### config.mk
export PLATFORM = sky130hd
export DESIGN_NAME = decode_issue
export DESIGN_NICKNAME = d
export VERILOG_FILES = /design/src/rtl/decode_issue_pkg.sv /design/src/rtl/decode_issue_imm_gen.sv /design/src/rtl/decode_issue.sv
export SDC_FILE = /design/constraint.sdc
export NUM_CORES = 1
export LEC_CHECK = 0
export BUFFER_PORTS_ARGS = -buffer_cell sky130_fd_sc_hd__buf_2
export CORE_MARGIN = 2
export CORE_UTILIZATION = 42
export DETAILED_ROUTE_END_ITERATION = 10
export PLACE_DENSITY = 0.74
export SLEW_MARGIN = 20
export SYNTH_ARGS = -nofsm -noshare
export SYNTH_HDL_FRONTEND = slang
export SYNTH_HIERARCHICAL = 1
export SYNTH_SLANG_ARGS = --single-unit
### constraint.sdc
create_clock -name clock -period 3.55 [get_ports clock]
set_clock_uncertainty 0.1 [all_clocks]
set_input_delay 0 -clock clock [delete_from_list [all_inputs] [get_ports clock]]
set_output_delay 0 -clock clock [all_outputs]
set_load 0.01 [all_outputs]
### src/rtl/decode_issue_pkg.sv
`default_nettype none
// decode_issue_pkg: RV32I opcodes, instruction field positions and the
// decode helper shared by the decode/issue stage.
package decode_issue_pkg;

  localparam int XLEN  = 32;
  localparam int NREGS = 32;

  localparam int OPCODE_LSB = 0;
  localparam int RD_LSB     = 7;
  localparam int FUNCT3_LSB = 12;
  localparam int RS1_LSB    = 15;
  localparam int RS2_LSB    = 20;
  localparam int FUNCT7_LSB = 25;

  localparam logic [6:0] OPC_OP     = 7'b0110011;
  localparam logic [6:0] OPC_OP_IMM = 7'b0010011;
  localparam logic [6:0] OPC_LOAD   = 7'b0000011;
  localparam logic [6:0] OPC_STORE  = 7'b0100011;
  localparam logic [6:0] OPC_BRANCH = 7'b1100011;
  localparam logic [6:0] OPC_LUI    = 7'b0110111;
  localparam logic [6:0] OPC_AUIPC  = 7'b0010111;
  localparam logic [6:0] OPC_JAL    = 7'b1101111;
  localparam logic [6:0] OPC_JALR   = 7'b1100111;

  typedef enum logic {
    IDEX_EMPTY = 1'b0,
    IDEX_FULL  = 1'b1
  } idex_state_e;

  typedef struct packed {
    logic uses_rs1;
    logic uses_rs2;
    logic writes_rd;
  } dec_ctl_t;

  function automatic dec_ctl_t decode_ctl(input logic [6:0] opc, input logic [4:0] rd);
    dec_ctl_t c;
    c.uses_rs1  = !(opc == OPC_LUI || opc == OPC_AUIPC || opc == OPC_JAL);
    c.uses_rs2  = (opc == OPC_OP || opc == OPC_STORE || opc == OPC_BRANCH);
    c.writes_rd = (rd != 5'd0) &&
                  (opc inside {OPC_OP, OPC_OP_IMM, OPC_LOAD, OPC_LUI,
                               OPC_AUIPC, OPC_JAL, OPC_JALR});
    return c;
  endfunction

endpackage
`default_nettype wire

### src/rtl/decode_issue_imm_gen.sv
`default_nettype none
// decode_issue_imm_gen: sign-extended immediate for I/S/B/U/J formats;
// R-type and unrecognised opcodes yield zero.
module decode_issue_imm_gen
  import decode_issue_pkg::*;
(
  input  logic [XLEN-1:0] instr_i,
  output logic [XLEN-1:0] imm_o
);

  always_comb begin
    imm_o = '0;
    case (instr_i[OPCODE_LSB +: 7])
      OPC_OP_IMM, OPC_LOAD, OPC_JALR:
        imm_o = {{20{instr_i[31]}}, instr_i[31:20]};
      OPC_STORE:
        imm_o = {{20{instr_i[31]}}, instr_i[31:25], instr_i[11:7]};
      OPC_BRANCH:
        imm_o = {{19{instr_i[31]}}, instr_i[31], instr_i[7], instr_i[30:25],
                 instr_i[11:8], 1'b0};
      OPC_LUI, OPC_AUIPC:
        imm_o = {instr_i[31:12], 12'b0};
      OPC_JAL:
        imm_o = {{11{instr_i[31]}}, instr_i[31], instr_i[19:12], instr_i[20],
                 instr_i[30:21], 1'b0};
      default:
        imm_o = '0;
    endcase
  end

endmodule
`default_nettype wire

### src/rtl/decode_issue.sv
`default_nettype none
// decode_issue: RV32I decode/issue stage with busy-bit scoreboard, writeback
// bypass and a single-entry ID/EX register with valid/ready handshake.
module decode_issue
  import decode_issue_pkg::*;
#(
  parameter int DATA_WIDTH = 32,
  parameter int ADDR_WIDTH = 5
) (
  input  logic                  clock,
  input  logic                  reset,
  input  logic [DATA_WIDTH-1:0] instr,
  input  logic                  instr_valid,
  output logic                  instr_ready,
  output logic [ADDR_WIDTH-1:0] address_read_1,
  output logic [ADDR_WIDTH-1:0] address_read_2,
  input  logic [DATA_WIDTH-1:0] read_data_1,
  input  logic [DATA_WIDTH-1:0] read_data_2,
  input  logic                  wb_valid,
  input  logic [ADDR_WIDTH-1:0] wb_rd,
  input  logic [DATA_WIDTH-1:0] wb_data,
  output logic                  ex_valid,
  input  logic                  ex_ready,
  output logic [6:0]            ex_opcode,
  output logic [2:0]            ex_funct3,
  output logic [6:0]            ex_funct7,
  output logic [ADDR_WIDTH-1:0] ex_rd,
  output logic [DATA_WIDTH-1:0] ex_rs1_data,
  output logic [DATA_WIDTH-1:0] ex_rs2_data,
  output logic [DATA_WIDTH-1:0] ex_imm
);

  localparam int NUM_REGS = 1 << ADDR_WIDTH;

  idex_state_e           state_q;
  logic [NUM_REGS-1:0]   busy_q;
  logic [NUM_REGS-1:0]   busy_d;

  logic [6:0]            opcode;
  logic [ADDR_WIDTH-1:0] rs1, rs2, rd;
  dec_ctl_t              ctl;
  logic                  bypass_1, bypass_2;
  logic [DATA_WIDTH-1:0] operand_1, operand_2, imm;
  logic                  hazard, accept;

  assign opcode = instr[OPCODE_LSB +: 7];
  assign rd     = instr[RD_LSB  +: ADDR_WIDTH];
  assign rs1    = instr[RS1_LSB +: ADDR_WIDTH];
  assign rs2    = instr[RS2_LSB +: ADDR_WIDTH];
  assign ctl    = decode_ctl(opcode, rd);

  assign address_read_1 = rs1;
  assign address_read_2 = rs2;

  decode_issue_imm_gen u_imm_gen (
    .instr_i (instr),
    .imm_o   (imm)
  );

  // wb_data lands in the regfile only at this edge, so forward it directly.
  assign bypass_1  = wb_valid && (wb_rd == rs1) && (rs1 != '0);
  assign bypass_2  = wb_valid && (wb_rd == rs2) && (rs2 != '0);
  assign operand_1 = bypass_1 ? wb_data : ((rs1 == '0) ? '0 : read_data_1);
  assign operand_2 = bypass_2 ? wb_data : ((rs2 == '0) ? '0 : read_data_2);

  // Hazard uses busy_q, so an instruction never stalls on its own rd.
  assign hazard = (ctl.uses_rs1 && busy_q[rs1] && !bypass_1) ||
                  (ctl.uses_rs2 && busy_q[rs2] && !bypass_2);

  assign ex_valid    = (state_q == IDEX_FULL);
  assign instr_ready = !hazard && (!ex_valid || ex_ready);
  assign accept      = instr_valid && instr_ready;

  always_comb begin
    busy_d = busy_q;
    if (wb_valid)
      busy_d[wb_rd] = 1'b0;
    if (accept && ctl.writes_rd)
      busy_d[rd] = 1'b1;
    busy_d[0] = 1'b0;
  end

  always_ff @(posedge clock) begin
    if (!reset) begin
      state_q     <= IDEX_EMPTY;
      busy_q      <= '0;
      ex_opcode   <= '0;
      ex_funct3   <= '0;
      ex_funct7   <= '0;
      ex_rd       <= '0;
      ex_rs1_data <= '0;
      ex_rs2_data <= '0;
      ex_imm      <= '0;
    end else begin
      busy_q <= busy_d;
      if (accept) begin
        state_q     <= IDEX_FULL;
        ex_opcode   <= opcode;
        ex_funct3   <= instr[FUNCT3_LSB +: 3];
        ex_funct7   <= instr[FUNCT7_LSB +: 7];
        ex_rd       <= ctl.writes_rd ? rd : '0;
        ex_rs1_data <= operand_1;
        ex_rs2_data <= operand_2;
        ex_imm      <= imm;
      end else if (state_q == IDEX_FULL && ex_ready) begin
        state_q <= IDEX_EMPTY;
      end
    end
  end

endmodule
`default_nettype wire

==> results.sh <==
export IMPL_ys_seq_area_share_pct=35.0
export IMPL_powerDensity_nw_per_um2=382
export IMPL_slew_viol_final=0
export IMPL_worstMarginPinSlew_ns=1.08
export IMPL_grt_pass1_vias=9591
export IMPL_grt_pass1_wl_mm=49.7
export IMPL_rsz0062_at_grt="no"
export IMPL_dr_total_vias=9720
export IMPL_synth_area_um2=8580
export IMPL_io_buffers=267
export IMPL_syn_nets=1212
export IMPL_io_pins=268
export IMPL_grt_total_usage_pct=28.6
export IMPL_relSlewSlack_pct=28.1
export IMPL_path_clk_slew_ns=0.06
export IMPL_top_usage_layer="met2"
export IMPL_dp_hpwl_mm=18.6
export IMPL_clkLatencyLatePin_ns=0.43
export IMPL_finalSetupViolCount=0
export IMPL_antenna_left=0
export IMPL_core_um2=20200
export IMPL_htree_num_levels=4
export IMPL_root_buffer="clkbuf_16"
export IMPL_grt_remaining_overflow=0
export IMPL_yosys_top_cells_area="dfxtp_1 35%, mux2i_1 15%, nand2_1 13%"
export IMPL_layout_area_overhead_vs_synth_pct=42.4
export IMPL_critPathCaptureType="flop"
export IMPL_period_minus_slack_ns=3.38
export IMPL_rows=52
export IMPL_yosysTopAreaCell="dfxtp_1"
export IMPL_cts_setup_buffers=0
export IMPL_cp_arrival_ns=3.65
export IMPL_yosysMostFrequentCell="nand2_1"
export IMPL_drt_total_wl_mm=31.3
export IMPL_wl_per_cell_um=18.2
export IMPL_ff_latch_area_um2=3000
export IMPL_setup_tns_ns=0
export IMPL_start_util_pct=42.5
export IMPL_outcome="finished clean"
export IMPL_synthDistinctLibCells=58
export IMPL_dp_cells=1520
export IMPL_fmax_ghz=0.296
export IMPL_cts_sinks=150
export IMPL_postSynth_asyncResetShare_pct=0
export IMPL_viasPerCell=5.64
export IMPL_avgSynthCellArea_um2=7.99
export IMPL_die_h_um=147
export IMPL_dieArea_um2=21600
export IMPL_first_pass_iters=5
export IMPL_grt_max_degree=108
export IMPL_met1_usage_pct=34.0
export IMPL_drv_cap=0
export IMPL_dieWidth_um=147
export IMPL_synth_top_area_share_pct=35.0
export IMPL_hold_path_class="input pin to flop"
export IMPL_synth_seq_cells=150
export IMPL_ys_flop_type="dfxtp_1"
export IMPL_drive_gt1_share_pct=23.7
export IMPL_antenna_found_initial=1
export IMPL_drtIter0Drc=736
export IMPL_synth_edf_count=0
export IMPL_clock_path_buffers=2
export IMPL_nFillCells=1680
export IMPL_start_kind="input pin"
export IMPL_worst_setup_path_type="input pin to flop"
export IMPL_cp_max_fo=62
export IMPL_synth_warnings=6
export IMPL_stdcell_count=1723
export IMPL_synth_top_cells_by_count="298 x nand2_1, 150 x dfxtp_1, 129 x mux2i_1, 84 x o21ai_0, 64 x clkbuf_1"
export IMPL_postSynthCellCount=1074
export IMPL_cts_tree="built"
export IMPL_hold_viol=0
export IMPL_numCtsBuffers=17
export IMPL_drc=0
export IMPL_fin_nets=1578
export IMPL_finalCritPeriodShare_pct=95.2
export IMPL_peakVddDrop_v=0.000299
export IMPL_grt_use_met3_pct=5.99
export IMPL_grt_use_met2_pct=47.0
export IMPL_finalWeightedCongestion=0.885
export IMPL_required_ns=3.82
export IMPL_multiInputGateArea_um2=5040
export IMPL_p_leak_uw=0.00571
worst paths after layout:
path	startpoint	cells past startpoint	endpoint	slack, ns
worst max-delay path	instr[19]	10	ex_funct3[1]$_SDFFE_PN0P_	0.17
worst min-delay path	wb_data[28]	4	ex_rs1_data[28]$_SDFFE_PN0P_	0.02
worst max register to register	busy_q[17]$_SDFF_PN0_	8	ex_funct3[1]$_SDFFE_PN0P_	0.25
worst min register to register	ex_funct7[5]$_SDFFE_PN0P_	2	ex_funct7[5]$_SDFFE_PN0P_	0.35
cells by family (layout without fill, tap and decap cells):
group / after synthesis / after routing / synth area share, %
buf+inv: 107 / 485 / 6.48
compound gates: 164 / 164 / 12.9
other cells: 0 / 1 / 0
simple gates: 501 / 501 / 26.4
flops: 150 / 150 / 35.0
mux: 142 / 142 / 18.2
xor+xnor: 10 / 10 / 1.02
registers in the layout, indices dropped and copies added, names as in the netlist:
register,flops
ex_valid,1
busy_q,31
ex_rs1_data,32
ex_funct3,3
ex_rs2_data,32
ex_opcode,7
ex_funct7,7
ex_imm,32
ex_rd,5
through the flow:
| stage | setup WS (ns) | total power, uW | cell area [um2] | hold WS [ns] | util (%) |
|---|---|---|---|---|---|
| 2_1_floorplan | 1.30 | 2250 | 8580 | -0.00823 | - |
| 3_3_place_gp | 0.756 | 2510 | 9860 | 0.162 | 48.9 |
| 3_5_place_dp | 0.686 | 2520 | 9860 | 0.171 | 48.9 |
| 4_1_cts | 0.232 | 4660 | 12200 | 0.00192 | 60.5 |
| 5_1_grt | 0.0621 | 4830 | 12200 | 0.0441 | 60.5 |
| 6_report | 0.171 | 4670 | 12200 | 0.0212 | 60.5 |
what timing repair did:
item,CTS,global route
endpoints found under the hold margin,145,0
hold buffers,171,0
setup endpoints to repair,0,0
resized for setup,0,0
where the power goes:
group          total [uW]  internal [uW]  switching [uW]  leakage, uW
Clock                1990           1250             746     0.000304
Combinational         880            401             479      0.00419
Sequential           1790           1750            37.5      0.00122
layout make-up:
type	count	area share, %
timing repair buffer	451	26.0
clock inverter	12	1.65
inverter	3	0.0922
multi-input combinational	817	41.3
sequential	150	24.6
antenna	1	0.0205
clock buffer	19	3.55
tap	270	2.77
layer usage:
metal / wire length [um] / share of wire (%)
met1: 12300 / 39
met5: 0 / 0
met3: 2340 / 7.5
met4: 1930 / 6.2
met2: 14800 / 47
cells in the final DEF, fill, tap and decap left out, types with 3 or more instances in the layout:
cell type / Yosys / final
nand2_1: 298 / 298
buf_2: 9 / 266
dlygate4sd3_1: 0 / 171
dfxtp_1: 150 / 150
mux2i_1: 129 / 129
o21ai_0: 84 / 84
nand3_1: 61 / 61
nor2_1: 45 / 45
and2_1: 33 / 33
o41ai_1: 26 / 26
o211ai_1: 20 / 20
clkbuf_16: 0 / 17
mux4_2: 11 / 11
buf_4: 14 / 11
xor2_1: 9 / 9
nand2b_1: 8 / 8
a21o_2: 8 / 8
nor2b_1: 7 / 7
nand3b_1: 6 / 6
nor3_1: 5 / 5
bufinv_16: 0 / 5
or4_1: 4 / 4
nor3b_1: 4 / 4
a22o_1: 4 / 4
inv_1: 3 / 3
and4_1: 4 / 3
o221ai_1: 3 / 3
o21a_1: 3 / 3
nand4_1: 3 / 3
or2_2: 3 / 3
or3_1: 3 / 3
and2b_1: 3 / 3
worst max-delay path, cell delays in order:
cell,delay [ns]
dlygate4sd3_1,0.54
buf_2,0.18
nor4_1,0.29
nand2_1,0.11
and4_2,0.24
or4_1,0.58
o211ai_4,0.42
buf_12,0.41
mux2i_1,0.26
dlygate4sd3_1,0.56
Note: power is estimated with default switching activity, not from simulation.
